### config.mk
export PLATFORM = sky130hd
export DESIGN_NAME = useq_ctrl_flat
export DESIGN_NICKNAME = d
export VERILOG_FILES = /design/src/rtl/useq_ctrl_if.sv /design/src/rtl/useq_ctrl.sv /design/src/flat_wrapper.sv
export SDC_FILE = /design/constraint.sdc
export NUM_CORES = 1
export LEC_CHECK = 0
export BUFFER_PORTS_ARGS = -buffer_cell sky130_fd_sc_hd__buf_4
export CAP_MARGIN = 20
export CELL_PAD_IN_SITES_DETAIL_PLACEMENT = 1
export CELL_PAD_IN_SITES_GLOBAL_PLACEMENT = 2
export CORE_ASPECT_RATIO = 0.75
export CORE_MARGIN = 2
export CORE_UTILIZATION = 30
export DETAILED_ROUTE_END_ITERATION = 10
export GPL_ROUTABILITY_DRIVEN = 1
export GPL_TIMING_DRIVEN = 0
export PLACE_DENSITY = 0.71
export SYNTH_ARGS = -nofsm -noshare
export SYNTH_HDL_FRONTEND = slang
export SYNTH_SLANG_ARGS = --single-unit
### constraint.sdc
create_clock -name clk -period 4.9 [get_ports clk]
set_input_delay 0.98 -clock clk [delete_from_list [all_inputs] [get_ports clk]]
set_output_delay 0.98 -clock clk [all_outputs]
set_load 0.005 [all_outputs]
### src/rtl/useq_ctrl_if.sv
// rtl/useq_ctrl_if.sv - instruction bus, control ROM and datapath-control bundle for useq_ctrl
// Optional parity signals cpar/par_err exist only when USEQ_PARITY_EN is defined.
interface useq_ctrl_if #(
    parameter int IW  = 16,
    parameter int RAW = 3,
    parameter int CAW = 8,
    parameter int CFW = 13,
    parameter int PCW = 9
);
    logic [IW-1:0]          din;
    logic [3:0]             psw;
    logic [CAW+10+CFW-1:0]  cword;
    logic [CAW-1:0]         car_nxt;
    logic [CAW-1:0]         car;
    logic [CFW-1:0]         cw;
    logic [RAW-1:0]         DA;
    logic [RAW-1:0]         AA;
    logic [RAW-1:0]         BA;
    logic [PCW-1:0]         pc;
    logic                   stk_ovf;
    logic                   stk_unf;
`ifdef USEQ_PARITY_EN
    logic                   cpar;
    logic                   par_err;

    modport master (
        input  din, psw, cword, cpar,
        output car_nxt, car, cw, DA, AA, BA, pc, stk_ovf, stk_unf, par_err
    );
    modport slave (
        output din, psw, cword, cpar,
        input  car_nxt, car, cw, DA, AA, BA, pc, stk_ovf, stk_unf, par_err
    );
`else
    modport master (
        input  din, psw, cword,
        output car_nxt, car, cw, DA, AA, BA, pc, stk_ovf, stk_unf
    );
    modport slave (
        output din, psw, cword,
        input  car_nxt, car, cw, DA, AA, BA, pc, stk_ovf, stk_unf
    );
`endif
endinterface

### src/rtl/useq_ctrl.sv
// rtl/useq_ctrl.sv - microprogrammed sequencer with micro-stack, loop counter, stall and PC branching
// Optional control-word parity check enabled by defining USEQ_PARITY_EN.
module useq_ctrl #(
    parameter int IW        = 16,
    parameter int RAW       = 3,
    parameter int CAW       = 8,
    parameter int CFW       = 13,
    parameter int PCW       = 9,
    parameter int OFFW      = 8,
    parameter int LCW       = 8,
    parameter int STK_DEPTH = 4,
    parameter int CAR_RST   = 188,
    parameter int PC_RST    = 0
) (
    input  logic          clk,
    input  logic          rst,
    input  logic          stall,
    useq_ctrl_if.master   bus
);
    localparam int OPW = IW - 3*RAW;
    localparam int SPW = $clog2(STK_DEPTH) + 1;
    localparam logic [CAW-1:0] CAR_INIT = CAW'(CAR_RST);
    localparam logic [PCW-1:0] PC_INIT  = PCW'(PC_RST);

    logic [CAW-1:0] na;
    logic [2:0]     ms;
    logic [1:0]     ns;
    logic           mc, il, pi, pl, lc;
    logic [CFW-1:0] cwf;

    assign {na, ms, ns, mc, il, pi, pl, lc, cwf} = bus.cword;

    logic [CAW-1:0] car_q;
    logic [IW-1:0]  ir_q;
    logic [PCW-1:0] pc_q;
    logic [LCW-1:0] lcnt_q;
    logic [SPW-1:0] sp_q;
    logic           ovf_q, unf_q;
    logic [CAW-1:0] stk [STK_DEPTH];

    logic           par_bad;
`ifdef USEQ_PARITY_EN
    logic           par_err_q;

    // Even parity over {cword,cpar}; a bad word is ignored while frozen
    assign par_bad     = !stall && (^{bus.cword, bus.cpar});
    assign bus.par_err = par_err_q;

    always_ff @(posedge clk) begin
        if (rst)
            par_err_q <= 1'b0;
        else if (par_bad)
            par_err_q <= 1'b1;
    end
`else
    assign par_bad = 1'b0;
`endif

    logic [OPW-1:0] opcode;
    logic [CAW-1:0] car_inc, tgt, stk_top, car_nxt_c;
    logic [SPW-1:0] sp_dec;
    logic           cond, sp_full, sp_empty;
    logic           push, pop, ovf_set, unf_set, lcnt_dec;
    logic [PCW-1:0] pc_nxt;

    assign opcode   = ir_q[IW-1:3*RAW];
    assign car_inc  = car_q + CAW'(1);
    assign tgt      = mc ? CAW'(opcode) : na;
    assign sp_full  = (sp_q == SPW'(STK_DEPTH));
    assign sp_empty = (sp_q == '0);
    assign sp_dec   = sp_q - SPW'(1);
    assign stk_top  = stk[sp_dec[SPW-2:0]];

    always_comb begin
        cond = 1'b0;
        case (ms)
            3'b000: cond = 1'b0;
            3'b001: cond = 1'b1;
            3'b010: cond = bus.psw[1];
            3'b011: cond = bus.psw[0];
            3'b100: cond = bus.psw[3];
            3'b101: cond = bus.psw[2];
            3'b110: cond = !bus.psw[1];
            default: cond = !bus.psw[3];
        endcase
    end

    // Next control address; reset and stall win over the microword
    always_comb begin
        car_nxt_c = car_q;
        push      = 1'b0;
        pop       = 1'b0;
        ovf_set   = 1'b0;
        unf_set   = 1'b0;
        lcnt_dec  = 1'b0;
        if (rst) begin
            car_nxt_c = CAR_INIT;
        end else if (stall) begin
            car_nxt_c = car_q;
        end else if (par_bad) begin
            car_nxt_c = CAR_INIT;
        end else begin
            case (ns)
                2'b00: car_nxt_c = cond ? tgt : car_inc;
                2'b01: begin
                    car_nxt_c = cond ? tgt : car_inc;
                    if (cond) begin
                        if (sp_full) ovf_set = 1'b1;
                        else         push    = 1'b1;
                    end
                end
                2'b10: begin
                    if (sp_empty) begin
                        car_nxt_c = CAR_INIT;
                        unf_set   = 1'b1;
                    end else begin
                        car_nxt_c = stk_top;
                        pop       = 1'b1;
                    end
                end
                default: begin
                    if (lcnt_q != '0) begin
                        car_nxt_c = na;
                        lcnt_dec  = 1'b1;
                    end else begin
                        car_nxt_c = car_inc;
                    end
                end
            endcase
        end
    end

    always_comb begin
        pc_nxt = pc_q;
        if (pi)
            pc_nxt = pc_q + PCW'(1);
        else if (pl) begin
            if (ms[2:1] == 2'b00)
                pc_nxt = PCW'(ir_q[OFFW-1:0]);
            else if (cond)
                pc_nxt = pc_q + PCW'($signed(ir_q[OFFW-1:0]));
        end
    end

    always_ff @(posedge clk) begin
        if (rst) begin
            car_q  <= CAR_INIT;
            ir_q   <= '0;
            pc_q   <= PC_INIT;
            lcnt_q <= '0;
            sp_q   <= '0;
            ovf_q  <= 1'b0;
            unf_q  <= 1'b0;
        end else if (!stall) begin
            car_q <= car_nxt_c;
            if (!par_bad) begin
                if (il)
                    ir_q <= bus.din;
                pc_q <= pc_nxt;
                // A fresh load beats a same-cycle loop decrement
                if (lc)
                    lcnt_q <= LCW'(ir_q[OFFW-1:0]);
                else if (lcnt_dec)
                    lcnt_q <= lcnt_q - LCW'(1);
                if (push)
                    sp_q <= sp_q + SPW'(1);
                else if (pop)
                    sp_q <= sp_dec;
                if (ovf_set)
                    ovf_q <= 1'b1;
                if (unf_set)
                    unf_q <= 1'b1;
            end
        end
    end

    always_ff @(posedge clk) begin
        if (push)
            stk[sp_q[SPW-2:0]] <= car_inc;
    end

    assign bus.car_nxt = car_nxt_c;
    assign bus.car     = car_q;
    assign bus.cw      = (!rst && (stall || par_bad)) ? '0 : cwf;
    assign bus.DA      = ir_q[3*RAW-1:2*RAW];
    assign bus.AA      = ir_q[2*RAW-1:RAW];
    assign bus.BA      = ir_q[RAW-1:0];
    assign bus.pc      = pc_q;
    assign bus.stk_ovf = ovf_q;
    assign bus.stk_unf = unf_q;
endmodule
### src/flat_wrapper.sv
// flat-port wrapper written by rule: the top's interface ports become plain ports
module useq_ctrl_flat 
#(
    parameter int IW        = 16,
    parameter int RAW       = 3,
    parameter int CAW       = 8,
    parameter int CFW       = 13,
    parameter int PCW       = 9,
    parameter int OFFW      = 8,
    parameter int LCW       = 8,
    parameter int STK_DEPTH = 4,
    parameter int CAR_RST   = 188,
    parameter int PC_RST    = 0
)
  (clk, rst, stall, bus_din, bus_psw, bus_cword, bus_car_nxt, bus_car, bus_cw, bus_DA, bus_AA, bus_BA, bus_pc, bus_stk_ovf, bus_stk_unf);
  useq_ctrl_if #(.IW(IW), .RAW(RAW), .CAW(CAW), .CFW(CFW), .PCW(PCW)) bus_i ();
  input  logic clk;
  input  logic rst;
  input  logic stall;
  input wire logic [$bits(bus_i.din)-1:0] bus_din;
  input wire logic [$bits(bus_i.psw)-1:0] bus_psw;
  input wire logic [$bits(bus_i.cword)-1:0] bus_cword;
  output wire logic [$bits(bus_i.car_nxt)-1:0] bus_car_nxt;
  output wire logic [$bits(bus_i.car)-1:0] bus_car;
  output wire logic [$bits(bus_i.cw)-1:0] bus_cw;
  output wire logic [$bits(bus_i.DA)-1:0] bus_DA;
  output wire logic [$bits(bus_i.AA)-1:0] bus_AA;
  output wire logic [$bits(bus_i.BA)-1:0] bus_BA;
  output wire logic [$bits(bus_i.pc)-1:0] bus_pc;
  output wire logic [$bits(bus_i.stk_ovf)-1:0] bus_stk_ovf;
  output wire logic [$bits(bus_i.stk_unf)-1:0] bus_stk_unf;
  assign bus_i.din = bus_din;
  assign bus_i.psw = bus_psw;
  assign bus_i.cword = bus_cword;
  assign bus_car_nxt = bus_i.car_nxt;
  assign bus_car = bus_i.car;
  assign bus_cw = bus_i.cw;
  assign bus_DA = bus_i.DA;
  assign bus_AA = bus_i.AA;
  assign bus_BA = bus_i.BA;
  assign bus_pc = bus_i.pc;
  assign bus_stk_ovf = bus_i.stk_ovf;
  assign bus_stk_unf = bus_i.stk_unf;
  useq_ctrl #(.IW(IW), .RAW(RAW), .CAW(CAW), .CFW(CFW), .PCW(PCW), .OFFW(OFFW), .LCW(LCW), .STK_DEPTH(STK_DEPTH), .CAR_RST(CAR_RST), .PC_RST(PC_RST)) u_core (.clk(clk), .rst(rst), .stall(stall), .bus(bus_i));
endmodule
==> impl_metrics.yaml, run 1 <==
routing:
  dr.pass1.iters: 4
  vias: 4198
  drc: 0
  avgViaCountPerCell: 5.18
  drt_iter0_drc: 230
  routedWlPerCell_um: 19.5
  routed_wl_um: 15800
  ant_nets: 0
cells_and_area:
  ff_latch_area_mm2: 0.00188
  nFillCells: 1765
  areaGrowthSynthToFinish_pct: 28.0
  final_layout_size_suffix_gt1_share_pct: 25.6
  multiInputGateArea_mm2: 0.00248
  diodes: 0
  final_core_util_pct: 39.0
  final_nets: 672
clock_tree:
  cts_sinks: 78
  cts_resized: 0
  insertion_delay_ns: 0.35
  numCtsBuffers: 9
  ctsHtreeMaxLevel: 3
  ctsHoldBuffers: 0
  cts.clk_slew.worst_paths_ns: 0.07
  cts_root_buf: "clkbuf_16"
  cts_tree: "done"
  cts_setup_buffers: 0
  clockBufferDepth: 2
yosys:
  ys_types: 62
  yosys.area.top_type_share_pct: 20.9
  synth_commonest_cells: "nand2_1 (65), dfxtp_1 (46), a21oi_1 (38)"
  yosys.area.top_type: "edfxtp_1"
  ys_ff_latch: 78
  avgSynthCellArea_um2: 9.38
  synth-main-ff-cell: "dfxtp_1"
  ys_warn_count: 0
  synth_edf_count: 32
  yosys-top-cells-area: "edfxtp_1 (21%), dfxtp_1 (20%), nand2_1 (5.3%), ha_1 (4.6%), a21oi_1 (4.1%)"
  syn_area_mm2: 0.00459
  netlist_instances: 490
  async_reset_ff_share_pct: 0
  synth_nets: 562
  yosysMostFrequentCell: "nand2_1"
  yosysSeqAreaShare_pct: 41.0
timing:
  max_freq_mhz: 223
  fin_crit_ns: 4.48
  fin_crit_sh_pct: 91.4
  fin_worst_skew_ns: 0.00589
  grt_setup_unrepaired: "no"
  setup_viol: 0
  slew_headroom_pct: 33.6
  worst_pin_slew_ns: 0.982
  tns_ns: 0
  slew_viol_final: 0
  hold_viol: 0
floorplan:
  coreArea_mm2: 0.0151
  initial_core_util_pct: 30.5
  rows: 39
  dieArea_mm2: 0.0163
  die_x_um: 147
  die_height_um: 111
  io_pins: 103
critical_path:
  reg2reg_depth: 8
  r2r_end: "u_core.bus.car[3]$_SDFFE_PP1N_"
  crit_end: "bus_car_nxt[2]"
  arrival_ns: 3.50
  cp_max_fo: 10
  rrSetupSlack_ns: 1.79
  critical_path.max_stage_delay_ns: 0.50
  path_buf_inv: 4
  crit_family: "buffers and inverters"
  cp_num_cells: 9
  cp.required_ns: 3.92
  reg2reg_from: "u_core.sp_q[0]$_SDFFE_PP0P_"
  setup.worst_path.end_class: "output port"
  critPathSlowestCell: "buf_1"
  crit_path_cell_trace: "buf_2 > inv_1 > ha_1 > buf_1 > mux4_2 > o21ai_0 > o211ai_1 > o22a_1 > buf_4"
  cp-startpoint: "u_core.sp_q[0]$_SDFFE_PP0P_"
  worstSetupPathType: "reg -> out"
  cp-start-kind: "register"
power_and_ir_drop:
  p_leak_nw: 2.32
  p_switching_w: 0.000526
  power_density_mw_per_mm2: 297
  comb_power_share_pct: 19.8
  worst_ir_drop_vdd_mv: 0.167
  clkPwrFrac_pct: 38.0
  internal_power_w: 0.00122
  swShare_pct: 30.1
  seqPwrFrac_pct: 42.2
placed_design:
  hpwlAfterDp_um: 12100
  port_buffers: 99
  routabilityCongestion: 0.798
flow_run:
  cap_viol_max_count: 0
global_route:
  antenna_found_initial: 0
  grt.overflow.total: 0
  grt_pass1_wl_um: 25000
  grt_pass1_vias: 4409
  track_usage_pct: 19.9
  grt_max_degree: 17
worst_hold_path:
  hold_path_class: "reg -> reg"
status:
  status: "completed"
==> registers in the layout, summed over array words and instances, names as in the netlist <==
name	cells
u_core.stk	32
u_core.lcnt_q	8
u_core.ir_q	16
u_core.sp_q	3
u_core.bus.stk_ovf	1
u_core.bus.car	8
u_core.bus.pc	9
u_core.bus.stk_unf	1
==> logic make-up after synthesis <==
group / after synthesis / share of synthesized area (%)
simple gates: 171 / 18.4
compound gates: 134 / 20.0
flops: 78 / 41.0
buf+inv: 49 / 5.01
mux: 27 / 8.12
fa+ha+maj: 18 / 5.07
xor+xnor: 13 / 2.48
==> final cells by class <==
| cell class | instances | share of cell area (%) |
|---|---|---|
| buffer | 35 | 3.02 |
| clock buffer | 9 | 3.83 |
| clock inverter | 7 | 1.04 |
| inverter | 14 | 0.894 |
| multi-input combinational | 363 | 42.2 |
| sequential | 78 | 32.0 |
| tap | 205 | 4.36 |
| timing repair buffer | 99 | 12.6 |
==> per-stage QoR <==
stage          hold slack, ns  setup WS, ns  total power, W  instance area [um^2]  cells
6_report                0.466         0.420         0.00175                  5880    810
5_1_grt                 0.496         0.191         0.00182                  5880    810
4_1_cts                 0.465         0.429         0.00177                  5880    810
3_5_place_dp            0.456         0.837         0.00110                  5590    794
3_3_place_gp            0.446         0.920         0.00109                  5590    794
2_1_floorplan           0.433          1.67        0.000942                  4590    490
==> layout by cell type, fill, tap and decap left out, types with 25 or more instances in the layout <==
| master | instances |
|---|---|
| buf_4 | 108 |
| nor2_1 | 35 |
| edfxtp_1 | 32 |
| nand2_1 | 65 |
| dfxtp_1 | 46 |
| o21ai_0 | 25 |
| a21oi_1 | 38 |
==> layer usage <==
metal	share of wire [%]	wire [um]	global-route usage, %
met5	0	0	0
met4	1.1	167	4.68
met3	3.5	555	3.54
met2	45	7080	31.1
met1	51	7990	28.8
==> tightest hold or removal path: cells and delay by family, from the launching register on <==
family	cells	cell delay (ns)
AO/OA/AOI/OAI	1	0.06
flip-flops	1	0.31
AND/OR/NAND/NOR	1	0.05
==> how the worst min path moves through the flow <==
stage                                      start                      endpoint  slack [ns]  cells after the start
floorplan            u_core.ir_q[9]$_SDFFE_PP0P_   u_core.ir_q[9]$_SDFFE_PP0P_        0.43                      2
global placement    u_core.ir_q[15]$_SDFFE_PP0P_  u_core.ir_q[15]$_SDFFE_PP0P_        0.45                      2
detailed placement  u_core.ir_q[15]$_SDFFE_PP0P_  u_core.ir_q[15]$_SDFFE_PP0P_        0.46                      2
CTS                 u_core.ir_q[15]$_SDFFE_PP0P_  u_core.ir_q[15]$_SDFFE_PP0P_        0.47                      2
global route        u_core.ir_q[15]$_SDFFE_PP0P_  u_core.ir_q[15]$_SDFFE_PP0P_        0.50                      2
finish              u_core.ir_q[15]$_SDFFE_PP0P_  u_core.ir_q[15]$_SDFFE_PP0P_        0.47                      2
==> power groups by stage <==
stage                     clock (W)  combinational (W)  sequential [W]
after floorplan                   0           0.000201        0.000741
after global placement            0           0.000337        0.000751
after detailed placement          0           0.000345        0.000752
after CTS                  0.000682           0.000347        0.000737
after global routing       0.000699           0.000380        0.000741
final                      0.000663           0.000346        0.000737
Power figures use the tool's default switching activity.
==> run 2, diff against run 1 <==
- PLACE_DENSITY: 0.71 -> 0.81
==> impl_metrics.yaml, run 2 (synthesized netlist as in run 1, its figures left out) <==
routing:
  drc: 0
  routedWlPerCell_um: 18.9
  routed_wl_um: 15300
  drt_iter0_drc: 358
  vias: 4247
  ant_nets: 0
  dr.pass1.iters: 4
  avgViaCountPerCell: 5.24
clock_tree:
  cts_resized: 0
  clockBufferDepth: 2
  ctsHoldBuffers: 0
  cts_setup_buffers: 0
  insertion_delay_ns: 0.35
  cts_root_buf: "clkbuf_16"
  cts_sinks: 78
  cts.clk_slew.worst_paths_ns: 0.06
  cts_tree: "done"
  numCtsBuffers: 9
  ctsHtreeMaxLevel: 3
timing:
  max_freq_mhz: 234
  slew_headroom_pct: 39.9
  fin_crit_sh_pct: 87.2
  slew_viol_final: 0
  tns_ns: 0
  fin_worst_skew_ns: 0.00627
  fin_crit_ns: 4.27
  layout_setup_ws_ns: 0.625
  grt_setup_unrepaired: "no"
  hold_viol: 0
  worst_pin_slew_ns: 0.898
  hold_ws_ns: 0.458
  setup_viol: 0
global_route:
  grt_max_degree: 16
  grt.overflow.total: 0
  track_usage_pct: 19.2
  grt_pass1_wl_um: 24200
  antenna_found_initial: 0
  grt_pass1_vias: 4407
cells_and_area:
  areaGrowthSynthToFinish_pct: 28.4
  fin_cells: 810
  final_core_util_pct: 39.1
  final_layout_size_suffix_gt1_share_pct: 25.6
  largest_reg_flops: 32
  diodes: 0
  final_common_cell: "buf_4"
  final_nets: 672
  mostFrequentLayoutCells: "buf_4 (108), nand2_1 (65), dfxtp_1 (46)"
  nFillCells: 1740
critical_path:
  reg2reg_from: "u_core.sp_q[0]$_SDFFE_PP0P_"
  r2r_end: "u_core.bus.car[7]$_SDFFE_PP1N_"
  rrSetupSlack_ns: 2.00
  arrival_ns: 3.29
  cp-start-kind: "register"
  worstSetupPathType: "reg -> out"
  reg2reg_depth: 8
  cp.required_ns: 3.92
  crit_end: "bus_car_nxt[7]"
  cp-startpoint: "u_core.sp_q[0]$_SDFFE_PP0P_"
  setup.worst_path.end_class: "output port"
  cp_max_fo: 10
power_and_ir_drop:
  worst_ir_drop_vdd_mv: 0.145
  power_density_mw_per_mm2: 302
  p_leak_nw: 2.33
placed_design:
  place_inst: 794
  hpwlAfterDp_um: 11700
  port_buffers: 99
  routabilityCongestion: 0.865
  dp_slack_ns: 0.909
floorplan:
  initial_core_util_pct: 30.5
  dieArea_mm2: 0.0163
  io_pins: 103
  rows: 39
  coreArea_mm2: 0.0151
  die_height_um: 111
  die_x_um: 147
status:
  status: "completed"
flow_run:
  cap_viol_max_count: 0
worst_hold_path:
  hold_path_class: "reg -> reg"
## run 2: cell type report
class / count / area [um^2] / share of cell area (%)
Inverter: 14 / 52.6 / 0.891
Tap cell: 205 / 256 / 4.35
Multi-Input combinational cell: 363 / 2480 / 42.1
Timing Repair Buffer: 99 / 743 / 12.6
Buffer: 35 / 178 / 3.01
Sequential cell: 78 / 1880 / 31.9
Clock inverter: 7 / 80.1 / 1.36
Clock buffer: 9 / 225 / 3.82
## run 2: per-stage QoR
step	area [um^2]	power, W
final	5900	0.00178
after detailed placement	5590	0.00109
after global routing	5900	0.00187
after global placement	5590	0.00108
after CTS	5900	0.00181
after floorplan	4590	0.000942
## run 2: layer usage
layer  routed length, um  vias up  GRT usage, %
met5                   0        -             0
met4                 308        0          7.44
met3                 798       17          4.69
met2                7030      101          29.2
met1                7160     2101          26.4
li1                    -     2028             -
## run 2: critical path, cell delays in order, from the launching register on
cell and delay [ns]:
dfxtp_1 0.36, buf_2 0.33, inv_1 0.17, ha_1 0.32, buf_1 0.50, mux4_2 0.41, o21ai_0 0.21, nand2_1 0.11
o32a_2 0.41, buf_4 0.14
## run 2: worst min path at each step
stage	startpoint	endpoint	slack (ns)	depth (start not counted)
floorplan	u_core.ir_q[9]$_SDFFE_PP0P_	u_core.ir_q[9]$_SDFFE_PP0P_	0.43	2
global placement	u_core.ir_q[9]$_SDFFE_PP0P_	u_core.ir_q[9]$_SDFFE_PP0P_	0.45	2
detailed placement	u_core.ir_q[9]$_SDFFE_PP0P_	u_core.ir_q[9]$_SDFFE_PP0P_	0.45	2
CTS	u_core.ir_q[9]$_SDFFE_PP0P_	u_core.ir_q[9]$_SDFFE_PP0P_	0.46	2
global route	u_core.ir_q[11]$_SDFFE_PP0P_	u_core.ir_q[11]$_SDFFE_PP0P_	0.50	2
finish	u_core.ir_q[9]$_SDFFE_PP0P_	u_core.ir_q[9]$_SDFFE_PP0P_	0.46	2
## run 2: where the power goes
part	internal (W)	switching [W]
clock network	0.000403	0.000297
logic	0.000162	0.000181
registers	0.000704	0.0000365
total	0.00127	0.000514
==> run 3, diff against run 2 <==
- PLACE_DENSITY: 0.81 -> 0.84
- clock period: 4.9 -> 3.9 ns (I/O delays scaled with it)
==> impl_metrics.yaml, run 3 (synthesized netlist as in run 1, its figures left out) <==
cells_and_area:
  final_nets: 671
  nFillCells: 1764
  diodes: 0
  multiInputGateArea_mm2: 0.00249
  ff_latch_area_mm2: 0.00188
  final_layout_size_suffix_gt1_share_pct: 26.0
  mostFrequentLayoutCells: "buf_4 (108), nand2_1 (65), dfxtp_1 (46)"
  final_common_cell: "buf_4"
  areaGrowthSynthToFinish_pct: 28.0
  largest_reg_flops: 32
critical_path:
  critPathSlowestCell: "nor2b_1"
  cp.required_ns: 3.12
  setup.worst_path.end_class: "output port"
  cp-start-kind: "primary input"
  rrSetupSlack_ns: 1.41
  crit_path_cell_trace: "buf_4 > buf_2 > nor2b_1 > nor2b_1 > nand2_1 > o211ai_2 > o221a_2 > buf_4"
  path_buf_inv: 3
  arrival_ns: 3.03
  cp_max_fo: 10
  crit_family: "simple AND/OR/NAND/NOR gates"
  critical_path.max_stage_delay_ns: 0.63
  worstSetupPathType: "in -> out"
timing:
  fin_crit_sh_pct: 97.7
  tns_ns: 0
  slew_viol_final: 0
  hold_viol: 0
  max_freq_mhz: 262
  hold_ws_ns: 0.470
  slew_headroom_pct: 40.8
  setup_viol: 0
  worst_pin_slew_ns: 0.885
  grt_setup_unrepaired: "no"
  fin_worst_skew_ns: 0.00779
  fin_crit_ns: 3.81
placed_design:
  port_buffers: 99
  hpwlAfterDp_um: 11700
  routabilityCongestion: 0.870
power_and_ir_drop:
  p_leak_nw: 2.31
  power_density_mw_per_mm2: 369
  totalPowerFinal_w: 0.00217
  worst_ir_drop_vdd_mv: 0.229
routing:
  drc: 0
  wl_met2_um: 7030
  top_layer_used: "met4"
  routedWlPerCell_um: 18.9
  dr.pass1.iters: 4
  wl_met3_um: 556
  avgViaCountPerCell: 5.28
  ant_nets: 0
  routed_wl_um: 15300
  vias: 4274
  drt_iter0_drc: 262
  routedLengthMet1_um: 7490
global_route:
  grt_pass1_vias: 4405
  antenna_found_initial: 0
  grt_pass1_wl_um: 24100
  track_usage_pct: 18.7
  grt.overflow.total: 0
  grt_max_degree: 16
floorplan:
  die_height_um: 111
  dieArea_mm2: 0.0163
  coreArea_mm2: 0.0151
  die_x_um: 147
  io_pins: 103
  rows: 39
  initial_core_util_pct: 30.5
clock_tree:
  cts.clk_slew.worst_paths_ns: 0.06
  clockBufferDepth: 2
  cts_sinks: 78
  cts_setup_buffers: 0
  cts_tree: "done"
  ctsHtreeMaxLevel: 3
  numCtsBuffers: 9
  cts_root_buf: "clkbuf_16"
  insertion_delay_ns: 0.35
worst_hold_path:
  hold_path_class: "reg -> reg"
flow_run:
  cap_viol_max_count: 0
status:
  status: "completed"
==> run 3: worst paths after layout <==
check                                            startpoint                              to  depth (start not counted)
worst min register to register  u_core.ir_q[8]$_SDFFE_PP0P_     u_core.ir_q[8]$_SDFFE_PP0P_                          2
worst max register to register  u_core.sp_q[0]$_SDFFE_PP0P_  u_core.bus.car[7]$_SDFFE_PP1N_                          7
worst min-delay path            u_core.ir_q[8]$_SDFFE_PP0P_     u_core.ir_q[8]$_SDFFE_PP0P_                          2
worst max-delay path                          bus_cword[19]                  bus_car_nxt[6]                          8
==> run 3: report_power, final <==
part	internal (W)	total (W)	switching [W]
sequential	0.000885	0.000928	0.0000427
clock	0.000439	0.000814	0.000375
combinational	0.000204	0.000431	0.000227
==> run 3: layout make-up <==
class	count	area share, %
timing repair buffer	99	12.6
clock inverter	7	1.00
multi-input combinational	363	42.3
sequential	78	32.0
tap	205	4.36
inverter	14	0.893
clock buffer	9	3.83
buffer	34	3.00
==> run 3: stage by stage <==
stage / cells / instance area, um^2 / util, % / setup slack [ns]
5_1_grt: 809 / 5880 / 39.0 / 0.0557
3_3_place_gp: 794 / 5590 / 37.1 / 0.190
2_1_floorplan: 490 / 4590 / - / 0.870
3_5_place_dp: 794 / 5590 / 37.1 / 0.151
4_1_cts: 809 / 5880 / 39.0 / 0.101
6_report: 809 / 5880 / 39.0 / 0.0887
==> run 3: what timing repair did <==
action / in CTS / in global routing
endpoints found under the setup margin: 5 / 3
pin swaps: 0 / 0
resized for setup: 1 / 2
hold buffers: 0 / 0
==> run 3: metal layers <==
layer	GRT usage, %	vias to the layer above
met5	0	-
met4	5.26	0
met3	3.17	14
met2	29.3	94
met1	26.8	2134
li1	-	2032
==> run 3: worst register-to-register path, delay by kind of cell, from the launching register on <==
kind | cells | cell delay, ns
compound gates | 2 | 0.60
fa+ha+maj | 1 | 0.52
buf+inv | 2 | 0.43
flops | 1 | 0.37
mux | 1 | 0.35
simple gates | 1 | 0.11
